## src/rtl/pong_pkg.sv

```systemverilog
// Shared Pong datapath constants and types: matrix geometry, paddle position,
// quadrature state encoding and the encoder channel FSM states.
package pong_pkg;

  localparam int ROWS     = 64;
  localparam int PADDLE_H = 8;
  localparam int YMAX     = ROWS - PADDLE_H;

  typedef logic [5:0] pos_t;

  // Gray-coded quadrature states in forward (paddle-down) order.
  localparam logic [1:0] QUAD_S0 = 2'b00;
  localparam logic [1:0] QUAD_S1 = 2'b01;
  localparam logic [1:0] QUAD_S2 = 2'b11;
  localparam logic [1:0] QUAD_S3 = 2'b10;

  typedef logic [0:0] chan_state_t;
  localparam chan_state_t PRIME = 1'b0;
  localparam chan_state_t TRACK = 1'b1;

  // Maps a quadrature state to its phase index so a forward move is +1 mod 4.
  function automatic logic [1:0] quad_phase(input logic [1:0] ab);
    logic [1:0] phase;
    case (ab)
      QUAD_S0: phase = 2'd0;
      QUAD_S1: phase = 2'd1;
      QUAD_S2: phase = 2'd2;
      QUAD_S3: phase = 2'd3;
      default: phase = 2'd0;
    endcase
    return phase;
  endfunction

endpackage

```

## src/rtl/quad_channel.sv

```systemverilog
// One player's encoder path: two-flop synchronizer, per-pin debouncer, prime/track
// FSM, quadrature decoder, step accumulator and clamped paddle position.
module quad_channel
  import pong_pkg::*;
#(
  parameter int Y_LIMIT         = pong_pkg::YMAX,
  parameter int DEBOUNCE_CYCLES = 16,
  parameter int STEP_COUNTS     = 2
) (
  input  logic       sys_clock,
  input  logic       reset,
  input  logic       reset_game,
  input  logic       a,
  input  logic       b,
  output logic [5:0] y,
  output logic       moved,
  output logic       err
);

  localparam int CNT_W = $clog2(DEBOUNCE_CYCLES + 1);
  localparam int ACC_W = $clog2(STEP_COUNTS + 1) + 1;

  localparam logic [CNT_W-1:0]        CNT_MAX = CNT_W'(DEBOUNCE_CYCLES);
  localparam logic [CNT_W-1:0]        CNT_ONE = CNT_W'(1);
  localparam logic signed [ACC_W-1:0] ACC_TOP = ACC_W'(STEP_COUNTS);
  localparam logic signed [ACC_W-1:0] ACC_BOT = -ACC_TOP;
  localparam logic signed [ACC_W-1:0] ACC_ONE = ACC_W'(1);
  localparam pos_t                    Y_TOP   = pos_t'(Y_LIMIT);
  localparam pos_t                    Y_MID   = pos_t'(Y_LIMIT / 2);

  logic [1:0]              sync1;
  logic [1:0]              sync2;
  logic [1:0]              filt;
  logic [1:0]              prev;
  logic [CNT_W-1:0]        deb_cnt [2];
  logic [CNT_W-1:0]        prime_cnt;
  chan_state_t             state;
  logic                    settled;
  logic                    fwd;
  logic                    rev;
  logic                    illegal;
  logic [1:0]              phase_diff;
  logic signed [ACC_W-1:0] acc;
  logic signed [ACC_W-1:0] acc_next;
  logic                    req_up;
  logic                    req_dn;

  always_ff @(posedge sys_clock) begin
    if (reset) begin
      sync1 <= '0;
      sync2 <= '0;
    end else begin
      sync1 <= {a, b};
      sync2 <= sync1;
    end
  end

  always_ff @(posedge sys_clock) begin
    if (reset) begin
      filt <= '0;
      for (int i = 0; i < 2; i++) deb_cnt[i] <= '0;
    end else begin
      for (int i = 0; i < 2; i++) begin
        if (sync2[i] == filt[i]) begin
          deb_cnt[i] <= '0;
        end else if (deb_cnt[i] == CNT_MAX) begin
          filt[i]    <= sync2[i];
          deb_cnt[i] <= '0;
        end else begin
          deb_cnt[i] <= deb_cnt[i] + CNT_ONE;
        end
      end
    end
  end

  assign settled = (sync2 == filt);

  // PRIME adopts whatever the pins settle to as the starting phase, so a
  // power-up position never decodes as movement or as an illegal jump.
  always_ff @(posedge sys_clock) begin
    if (reset) begin
      state     <= PRIME;
      prev      <= '0;
      prime_cnt <= '0;
    end else if (state == PRIME) begin
      if (!settled) begin
        prime_cnt <= '0;
      end else if (prime_cnt == CNT_MAX) begin
        prev      <= filt;
        state     <= TRACK;
        prime_cnt <= '0;
      end else begin
        prime_cnt <= prime_cnt + CNT_ONE;
      end
    end else begin
      prev <= filt;
    end
  end

  always_comb begin
    fwd        = 1'b0;
    rev        = 1'b0;
    illegal    = 1'b0;
    phase_diff = quad_phase(filt) - quad_phase(prev);
    if (state == TRACK) begin
      case (phase_diff)
        2'd1:    fwd     = 1'b1;
        2'd3:    rev     = 1'b1;
        2'd2:    illegal = 1'b1;
        default: ;
      endcase
    end
  end

  always_comb begin
    acc_next = acc;
    if (fwd)      acc_next = acc + ACC_ONE;
    else if (rev) acc_next = acc - ACC_ONE;
  end

  always_ff @(posedge sys_clock) begin
    if (reset || reset_game) begin
      acc    <= '0;
      req_up <= 1'b0;
      req_dn <= 1'b0;
      err    <= 1'b0;
    end else begin
      err    <= illegal;
      req_up <= 1'b0;
      req_dn <= 1'b0;
      if (acc_next == ACC_TOP) begin
        req_up <= 1'b1;
        acc    <= '0;
      end else if (acc_next == ACC_BOT) begin
        req_dn <= 1'b1;
        acc    <= '0;
      end else begin
        acc <= acc_next;
      end
    end
  end

  // Requests past either end are dropped rather than wrapped.
  always_ff @(posedge sys_clock) begin
    if (reset || reset_game) begin
      y     <= Y_MID;
      moved <= 1'b0;
    end else begin
      moved <= 1'b0;
      if (req_up && (y != Y_TOP)) begin
        y     <= y + 6'd1;
        moved <= 1'b1;
      end else if (req_dn && (y != 6'd0)) begin
        y     <= y - 6'd1;
        moved <= 1'b1;
      end
    end
  end

endmodule

```

## src/rtl/paddle_encoder.sv

```systemverilog
// Pong input stage: turns both players' raw quadrature encoders into clamped
// paddle row positions, with move and illegal-transition pulses.
module paddle_encoder #(
  parameter int ROWS            = pong_pkg::ROWS,
  parameter int PADDLE_H        = pong_pkg::PADDLE_H,
  parameter int DEBOUNCE_CYCLES = 16,
  parameter int STEP_COUNTS     = 2
) (
  input  logic       sys_clock,
  input  logic       reset,
  input  logic       reset_game,
  input  logic       enc1a,
  input  logic       enc1b,
  input  logic       enc2a,
  input  logic       enc2b,
  output logic [5:0] p1y,
  output logic [5:0] p2y,
  output logic       p1_moved,
  output logic       p2_moved,
  output logic [1:0] enc_err
);

  localparam int Y_LIMIT = ROWS - PADDLE_H;

  logic err1;
  logic err2;

  quad_channel #(
    .Y_LIMIT        (Y_LIMIT),
    .DEBOUNCE_CYCLES(DEBOUNCE_CYCLES),
    .STEP_COUNTS    (STEP_COUNTS)
  ) u_ch1 (
    .sys_clock (sys_clock),
    .reset     (reset),
    .reset_game(reset_game),
    .a         (enc1a),
    .b         (enc1b),
    .y         (p1y),
    .moved     (p1_moved),
    .err       (err1)
  );

  quad_channel #(
    .Y_LIMIT        (Y_LIMIT),
    .DEBOUNCE_CYCLES(DEBOUNCE_CYCLES),
    .STEP_COUNTS    (STEP_COUNTS)
  ) u_ch2 (
    .sys_clock (sys_clock),
    .reset     (reset),
    .reset_game(reset_game),
    .a         (enc2a),
    .b         (enc2b),
    .y         (p2y),
    .moved     (p2_moved),
    .err       (err2)
  );

  assign enc_err = {err2, err1};

endmodule
```

## config.mk

```make
export PLATFORM = sky130hd
export DESIGN_NAME = paddle_encoder
export DESIGN_NICKNAME = d
export VERILOG_FILES = /design/src/rtl/pong_pkg.sv /design/src/rtl/quad_channel.sv /design/src/rtl/paddle_encoder.sv
export SDC_FILE = /design/constraint.sdc
export NUM_CORES = 1
export LEC_CHECK = 0
export ABC_AREA = 0
export CELL_PAD_IN_SITES_DETAIL_PLACEMENT = 0
export CELL_PAD_IN_SITES_GLOBAL_PLACEMENT = 1
export CORE_MARGIN = 10
export CORE_UTILIZATION = 47
export DETAILED_ROUTE_END_ITERATION = 12
export PLACE_DENSITY_LB_ADDON = 0.1
export SLEW_MARGIN = 20
export SYNTH_ARGS = -nofsm -noshare
export SYNTH_HDL_FRONTEND = slang
export SYNTH_SLANG_ARGS = --single-unit
```

## constraint.sdc

```tcl
create_clock -name sys_clock -period 3.26 [get_ports sys_clock]
set_clock_uncertainty 0.2 [all_clocks]
set_input_delay 0.652 -clock sys_clock [delete_from_list [all_inputs] [get_ports sys_clock]]
set_output_delay 0.652 -clock sys_clock [all_outputs]
set_load 0.03 [all_outputs]
```

==> impl_summary.md, run 1 <==
Global route
Summed over all layers, the global routing overflow is 0. The global-route wire length before repair is 11,800 um. The all-layer global routing usage is 0.110. The initial antenna violation count is 0.

The via count of the first global-routing pass came to 2,692. The maximum number of pins on one net before global-route repair is 28.

Worst hold path
Counting instances, the worst hold path has a depth of 1. In this run the worst hold path is classified as reg2reg.

Final layout
The fraction of layout instances using a drive strength above 1 is 0.0526. Fill cells in the final layout number 764. The leading cell type in the layout, fill and taps excluded is sky130_fd_sc_hd__nor2_1. For this run, the post-layout net count is 498.

The finished cells cover 0.00450 sq mm. The library cells used most frequently in the layout, excluding fill and tap cells, are 60 x sky130_fd_sc_hd__nor2_1, 54 x sky130_fd_sc_hd__dfxtp_1, 38 x sky130_fd_sc_hd__ha_1. From synthesis to final layout, the design area changed by 14.2%. Once layout is complete, the utilization of the core stands at 0.550.

0 antenna diodes ended up in the layout.

Routing
Dividing the detail-routed wire length by the instance count gives 11.8 um. In the routed design, unresolved DRC markers number 0. In the routed layout, each cell is associated on average with a via count of 4.92. Once detail routing completed, the nets flagged for antenna violations numbered 0. The routed wire length is 6620 um.

The total number of vias is 2,759. The violation count after the first detailed-route iteration is 66. For this run, the detailed router's first-pass iteration total came to 6.

Logic synthesis
The distinct cell type count of the synthesized netlist is 48. Of the total synthesized cell area, the portion taken by XOR and XNOR cells is 0.0915. The share of synthesized cell area in and, or, nand and nor gates is 0.177. For this run, the number of Yosys warnings is 0.

The average cell area after synthesis is 9.74 sq um. In this run, synthesis inferred 20 flip-flops with an integrated enable. The portion of synthesized area spent on multiplexers is 0.0207. The post-synthesis share of cell area spent on full adders, half adders and majority gates is 0.131.

The compound-cell area share of the yosys netlist was 0.105. The sequential fraction of the synthesis area is 0.427. The fraction of registers with async set/reset is 0. The dominant combinational cell family by area after synthesis is simple AND/OR/NAND/NOR gates. The area of the mapped netlist is 0.00394 sq mm. In this run, synthesis produced a sequential element count of 74. In the synthesized netlist, the number of instances is 404. For this run, the leading register cell type out of synthesis is sky130_fd_sc_hd__dfxtp_1.

CTS
Counting the buffers created by CTS gives 9. Buffers inserted to repair hold after CTS numbered 0. The post-CTS setup buffer count is 0. The clock tree from TritonCTS is yes. Gates resized during post-CTS repair numbered 0. The number of buffers on the longest clock path is 2. The clock latency on the worst-skew pair is 0.34 ns.

The tree built by TritonCTS fans out to 74 sinks. The clock-pin slew reported for the worst setup and hold paths after clock tree synthesis is 0.07 ns. The H-tree generated during clock tree synthesis spans 3 levels. The cell at the root of the clock tree is sky130_fd_sc_hd__clkbuf_8.

Die
In this run the count of I/O pins placed on the die edge is 23. From left edge to right edge, the die measures 112 um. The number of cell rows is 33. The die area is 0.0124 sq mm. The floorplan core area is 0.00818 sq mm.

For this configuration, the core starts out at a cell density of 0.481. The die is 112 um tall.

Worst setup path
The worst path buffer plus inverter count is 1. The type of the setup path with the least slack is reg2reg. The worst setup path is launched from a register.

The type of destination of the critical path is a register. The critical path depth is 9. STA puts the critical path data arrival time at 2.91 ns.

The cell class contributing the biggest share of worst-path delay is compound AO/OA/AOI/OAI gates. The maximum single-stage delay on the critical path is 0.48 ns. Counting cells, the worst reg-to-reg path comes to 9. The critical path data required time is 3.31 ns. For this design, the slowest cell found on the critical path is sky130_fd_sc_hd__a2111oi_0. Traced cell by cell, the critical path runs through or3_1 > o21ai_0 > buf_4 > ha_1 > a211oi_1 > o21bai_1 > a2111oi_0 > a221oi_1 > o311ai_1. Along the worst path, the maximum fanout reaches 6.

Placement
The final estimated routing congestion in global placement is 0.768. Once detailed placement completed, the half-perimeter wirelength came to 5000 um. The number of input and output port buffers inserted is 22. The area of placed instances is 0.00434 sq mm.

STA
Setup repair after global routing left no endpoint under its margin. The clock period minus worst slack is 2.86 ns. The setup violation total in the final timing report is 0. The normalized max-slew margin is 0.658. The final count of pins violating max slew is 0. The hold violation total from the final report is 0. For the pin with the worst max-slew slack, the measured transition is 0.513 ns. Final hold analysis gives a worst-case slack of 0.237 ns. The sum of negative setup slack is 0 ns. Based on the critical path, the design can be clocked at up to 0.350 GHz.

The period utilization is 0.877.

Pwr
The leakage component of the power is 1.87 nW. The share of total power dissipated in combinational logic is 0.050. Internal power comes to 1.27 mW. The power spent charging and discharging nets is 0.389 mW.

The part of the total power dissipated in sequential elements is 0.592. Of the total power, the share spent switching nets is 0.235. The clock share of power is 0.358. Power spread over the standard cell area amounts to 369 mW/mm^2. The largest vdd supply drop is 198 uV.

Flow run
Across the run, the number of max-cap violations was 0.

Status
The flow ran to the end, and the final reports show no timing, DRC or antenna violations.
==> worst register-to-register path, delay by kind of cell (launching register included) <==
family	cells	cell delay, ns
simple gates	1	0.41
buf+inv	1	0.19
compound gates	6	1.36
flops	1	0.37
fa+ha+maj	1	0.24
==> area by class of cell <==
| class | count | area (sq um) | area share |
|---|---|---|---|
| clock inverters | 5 | 22.5 | 0.00501 |
| clock buffers | 11 | 131 | 0.0292 |
| flip-flops and latches | 74 | 1680 | 0.374 |
| repair buffers | 27 | 258 | 0.0573 |
| multi-input cells | 305 | 2140 | 0.477 |
| well taps | 105 | 131 | 0.0292 |
| inverters | 34 | 128 | 0.0284 |
==> registers in the layout, indices dropped and copies added (netlist names), 3 cells and up <==
| signal | flops |
|---|---|
| u_ch2.deb_cnt | 10 |
| u_ch1.deb_cnt | 10 |
| u_ch2.prime_cnt | 5 |
| u_ch1.acc | 3 |
| u_ch1.prime_cnt | 5 |
| u_ch1.y | 6 |
| u_ch2.y | 6 |
| u_ch2.acc | 3 |
==> path summary, 6_finish.rpt <==
kind,from,endpoint,slack [ns]
worst max-delay path,u_ch1.y[0]$_SDFFE_PP0P_,u_ch1.y[5]$_SDFFE_PP0P_,0.40
worst min-delay path,u_ch2.sync1[0]$_SDFF_PP0_,u_ch2.sync2[0]$_SDFF_PP0_,0.24
worst max register to register,u_ch1.y[0]$_SDFFE_PP0P_,u_ch1.y[5]$_SDFFE_PP0P_,0.40
worst min register to register,u_ch2.sync1[0]$_SDFF_PP0_,u_ch2.sync2[0]$_SDFF_PP0_,0.24
==> synthesized netlist by cell type (3+ instances only) <==
library cell                n  share of area
sky130_fd_sc_hd__a211oi_1   4         0.0076
sky130_fd_sc_hd__a21o_1     6          0.011
sky130_fd_sc_hd__a21oi_1   13          0.017
sky130_fd_sc_hd__clkbuf_1   4         0.0038
sky130_fd_sc_hd__dfxtp_1   54           0.27
sky130_fd_sc_hd__edfxtp_1  20           0.15
sky130_fd_sc_hd__ha_1      38           0.12
sky130_fd_sc_hd__inv_1     34          0.032
sky130_fd_sc_hd__mux2i_1    4          0.010
sky130_fd_sc_hd__nand2_1   20          0.019
sky130_fd_sc_hd__nand3_1   17          0.022
sky130_fd_sc_hd__nor2_1    60          0.057
sky130_fd_sc_hd__nor2b_1   13          0.021
sky130_fd_sc_hd__nor3_1     6         0.0076
sky130_fd_sc_hd__nor3b_1    6          0.011
sky130_fd_sc_hd__nor4bb_1   4          0.010
sky130_fd_sc_hd__o211ai_1   4         0.0076
sky130_fd_sc_hd__o21ai_0    3         0.0038
sky130_fd_sc_hd__o21bai_1   8          0.015
sky130_fd_sc_hd__o311ai_0   3         0.0067
sky130_fd_sc_hd__or3_1      8          0.013
sky130_fd_sc_hd__xnor2_1   15          0.033
sky130_fd_sc_hd__xor2_1    21          0.047
==> kinds of logic after synthesis <==
kind of cell             after synthesis
buffers and inverters                 44
AND/OR/NAND/NOR                      144
other                                  1
flip-flops                            74
XOR/XNOR                              38
multiplexers                           7
adder cells (fa/ha/maj)               40
AO/OA/AOI/OAI                         56
==> power by group through the flow <==
stage	Clock, mW	Combinational (mW)	Sequential [mW]
2_1_floorplan	0	0.0617	1.00
3_3_place_gp	0	0.0825	1.00
3_5_place_dp	0	0.0836	1.00
4_1_cts	0.619	0.0842	0.983
5_1_grt	0.655	0.0973	0.986
6_report	0.595	0.0828	0.983
==> layer usage <==
layer	part of all wire	wire (um)	global-route usage	vias to the layer above
met5	0	0	0	-
met4	0.018	117	0.0454	0
met3	0.040	266	0.0381	10
met2	0.46	3040	0.181	31
met1	0.48	3200	0.129	1272
li1	-	-	-	1446
==> metrics by stage <==
| stage | total power, mW | instances | setup WS (ns) |
|---|---|---|---|
| floorplan | 1.06 | 423 | 0.203 |
| global placement | 1.09 | 545 | 0.484 |
| detailed placement | 1.09 | 545 | 0.424 |
| CTS | 1.69 | 561 | 0.396 |
| global route | 1.74 | 561 | 0.185 |
| finish | 1.66 | 561 | 0.400 |
Note: power is estimated with default switching activity, not from simulation.
==> run 2, diff against run 1 <==
--- a/config.mk
+++ b/config.mk
@@ -8,8 +8,9 @@
 export ABC_AREA = 0
 export CELL_PAD_IN_SITES_DETAIL_PLACEMENT = 0
 export CELL_PAD_IN_SITES_GLOBAL_PLACEMENT = 1
-export CORE_MARGIN = 10
+export CORE_MARGIN = 5
 export CORE_UTILIZATION = 47
+export CTS_CLUSTER_DIAMETER = 80
 export DETAILED_ROUTE_END_ITERATION = 12
 export PLACE_DENSITY_LB_ADDON = 0.1
 export SLEW_MARGIN = 20
==> impl_summary.md, run 2 (synthesized netlist as in run 1, its figures left out) <==
Die
The number of top-level pins was 23 (unchanged). The floorplan core area is 0.00818 sq mm (unchanged). The die area is 0.0103 sq mm (-17%). The x dimension of the die is 102 um (-9.0%). The initial core utilization came to 0.481 (unchanged).

The number of cell rows is 33 (unchanged). The die span in y is 102 um (-9.0%).

Global route
The all-layer global routing usage is 0.137 (+0.0266). The global-route congestion overflow total is 0 (unchanged). The initial antenna violation count came to 0 (unchanged). The maximum number of pins on one net before global-route repair is 28 (unchanged).

The global-route wire length before repair is 11,400 um (-3.5%). The via count of the first global-routing pass is 2,744 (+1.9%).

Routing
The number of vias per cell after detailed routing is 4.96 (+0.76%). The number of detailed-route iterations in the first pass is 4 (-2). The total number of vias was 2,780 (+0.76%). The number of remaining DRC errors is 0 (unchanged). In this run the top signal layer used is met4. The wire length on met1 is 2990 um (-6.6%).

The final routed wire length divided by cell count is 11.4 um (-3.4%). The violation count after the first detailed-route iteration is 55 (-17%). The met2 wire length was 3050 um (+0.33%).

The routed wire length is 6400 um (-3.4%). The remaining antenna violation count after routing came to 0 (unchanged). The met3 wirelength from detailed routing was 249 um (-6.4%).

STA
The clock period minus worst slack is 2.81 ns (-0.0485 ns). The setup violation total in the final timing report is 0 (unchanged). Setup repair after global routing left no endpoint under its margin. The hold violation total from the final report is 0 (unchanged). The upper clock frequency limit is 0.356 GHz (+1.7%). The period utilization is 0.862 (-0.0149). The normalized max-slew margin was 0.674 (+0.0159). The final count of pins violating max slew is 0 (unchanged). The final worst slack was 0.449 ns (+0.0485 ns).

The sum of negative setup slack is 0 ns (unchanged). The pin slew with the least headroom to its limit was 0.483 ns (-0.0304 ns).

Pwr
The leakage component of the power is 1.89 nW (+0.94%). The cell area power density is 390 mW/mm^2 (+5.6%). The largest vdd supply drop is 207 uV (+4.4%).

CTS
The number of buffers created by CTS is 9 (unchanged). The post-CTS setup buffer count was 0 (unchanged). The number of buffers on the longest clock path came to 2 (unchanged). The number of hold-repair buffers added at the cts stage is 0 (unchanged). The number of gates resized after CTS is 0 (unchanged). The tree is rooted in a sky130_fd_sc_hd__clkbuf_8. The number of sinks handled by clock tree synthesis came to 74 (unchanged). The number of H-tree branching levels is 3 (unchanged). The clock-pin slew reported for the worst setup and hold paths after clock tree synthesis was 0.08 ns (about the same). TritonCTS built the clock tree. The clock latency on the worst-skew pair is 0.35 ns (about the same).

Worst setup path
The worst setup path is launched from a register. The type of destination of the critical path is a register. The critical path arrival is 2.87 ns (-0.04 ns). The critical-path maximum fanout is 7 (+1). The type of the setup path with the least slack is reg2reg. The critical path data required time was 3.32 ns (about the same).

Final layout
The leading cell type in the layout, fill and taps excluded is sky130_fd_sc_hd__nor2_1. The number of filler cells placed in the layout is 768 (+0.52%). The largest registers in the layout are u_ch1.deb_cnt: 10 flops, u_ch2.deb_cnt: 10 flops.

The net count reported at finish came to 498 (unchanged). The number of antenna diodes came to 0 (unchanged). Leaving out fill and tap cells, the most frequent cells in the layout are 60 x sky130_fd_sc_hd__nor2_1, 54 x sky130_fd_sc_hd__dfxtp_1, 38 x sky130_fd_sc_hd__ha_1. The count of non-filler cells in the finished layout is 561 (unchanged).

The fraction of layout instances using a drive strength above 1 is 0.0592 (+0.00658). The layout overhead on the synthesized area is 15.2%.

Placement
The cell total after placement is 545 (unchanged). The final estimated routing congestion in global placement is 0.807 (+5.1%). The number of input and output port buffers inserted is 22 (unchanged). The setup slack after placement is 0.485 ns (+0.0610 ns). The detailed-placement wirelength estimate came to 4810 um (-3.8%).

Status
The flow ran to the end, and the final reports show no timing, DRC or antenna violations.

Worst hold path
The class of the tightest hold or removal check is reg2reg.

Flow run
The count of maximum capacitance violations is 0 (unchanged).
==> run 2: worst max-delay path, stage by stage, from the launching register on <==
cell and delay [ns]:
sky130_fd_sc_hd__dfxtp_1 0.38, sky130_fd_sc_hd__or3_1 0.42, sky130_fd_sc_hd__o21ai_0 0.17, sky130_fd_sc_hd__buf_4 0.17, sky130_fd_sc_hd__ha_1 0.25, sky130_fd_sc_hd__a211oi_1 0.30
sky130_fd_sc_hd__o21bai_1 0.15, sky130_fd_sc_hd__a2111oi_0 0.47, sky130_fd_sc_hd__a221oi_1 0.10, sky130_fd_sc_hd__o311ai_1 0.11
==> run 2: per-layer routing <==
metal	GRT usage	vias to the layer above
met5	0	-
met2	0.238	30
met3	0.0393	12
met4	0.0532	0
met1	0.159	1287
li1	-	1451
==> run 2: final timing paths <==
path	end	slack, ns	depth (start not counted)	start
hold / removal	u_ch2.sync2[1]$_SDFF_PP0_	0.24	1	u_ch2.sync1[1]$_SDFF_PP0_
setup / recovery	u_ch1.y[5]$_SDFFE_PP0P_	0.45	9	u_ch1.y[0]$_SDFFE_PP0P_
setup reg to reg	u_ch1.y[5]$_SDFFE_PP0P_	0.45	9	u_ch1.y[0]$_SDFFE_PP0P_
hold reg to reg	u_ch2.sync2[1]$_SDFF_PP0_	0.24	1	u_ch2.sync1[1]$_SDFF_PP0_
==> run 2: cell type report <==
type | count | area, sq um | share of cell area
clock buffers | 10 | 138 | 0.0303
clock inverters | 6 | 56.3 | 0.0124
inverters | 34 | 128 | 0.0281
multi-input cells | 305 | 2140 | 0.473
flip-flops and latches | 74 | 1680 | 0.371
well taps | 105 | 131 | 0.0290
repair buffers | 27 | 258 | 0.0568
==> run 2: per-stage QoR <==
step / utilization / total power, mW / cell area (sq um) / hold slack, ns
after floorplan: - / 1.06 / 4010 / 0.214
after global placement: 0.531 / 1.09 / 4340 / 0.218
after detailed placement: 0.531 / 1.09 / 4340 / 0.223
after CTS: 0.555 / 1.80 / 4540 / 0.241
after global routing: 0.555 / 1.85 / 4540 / 0.258
final: 0.555 / 1.77 / 4540 / 0.240
==> run 2: report_power, final <==
part | switching, mW | total, mW | internal [mW]
combinational | 0.0443 | 0.0830 | 0.0386
clock | 0.336 | 0.704 | 0.368
sequential | 0.0179 | 0.982 | 0.964
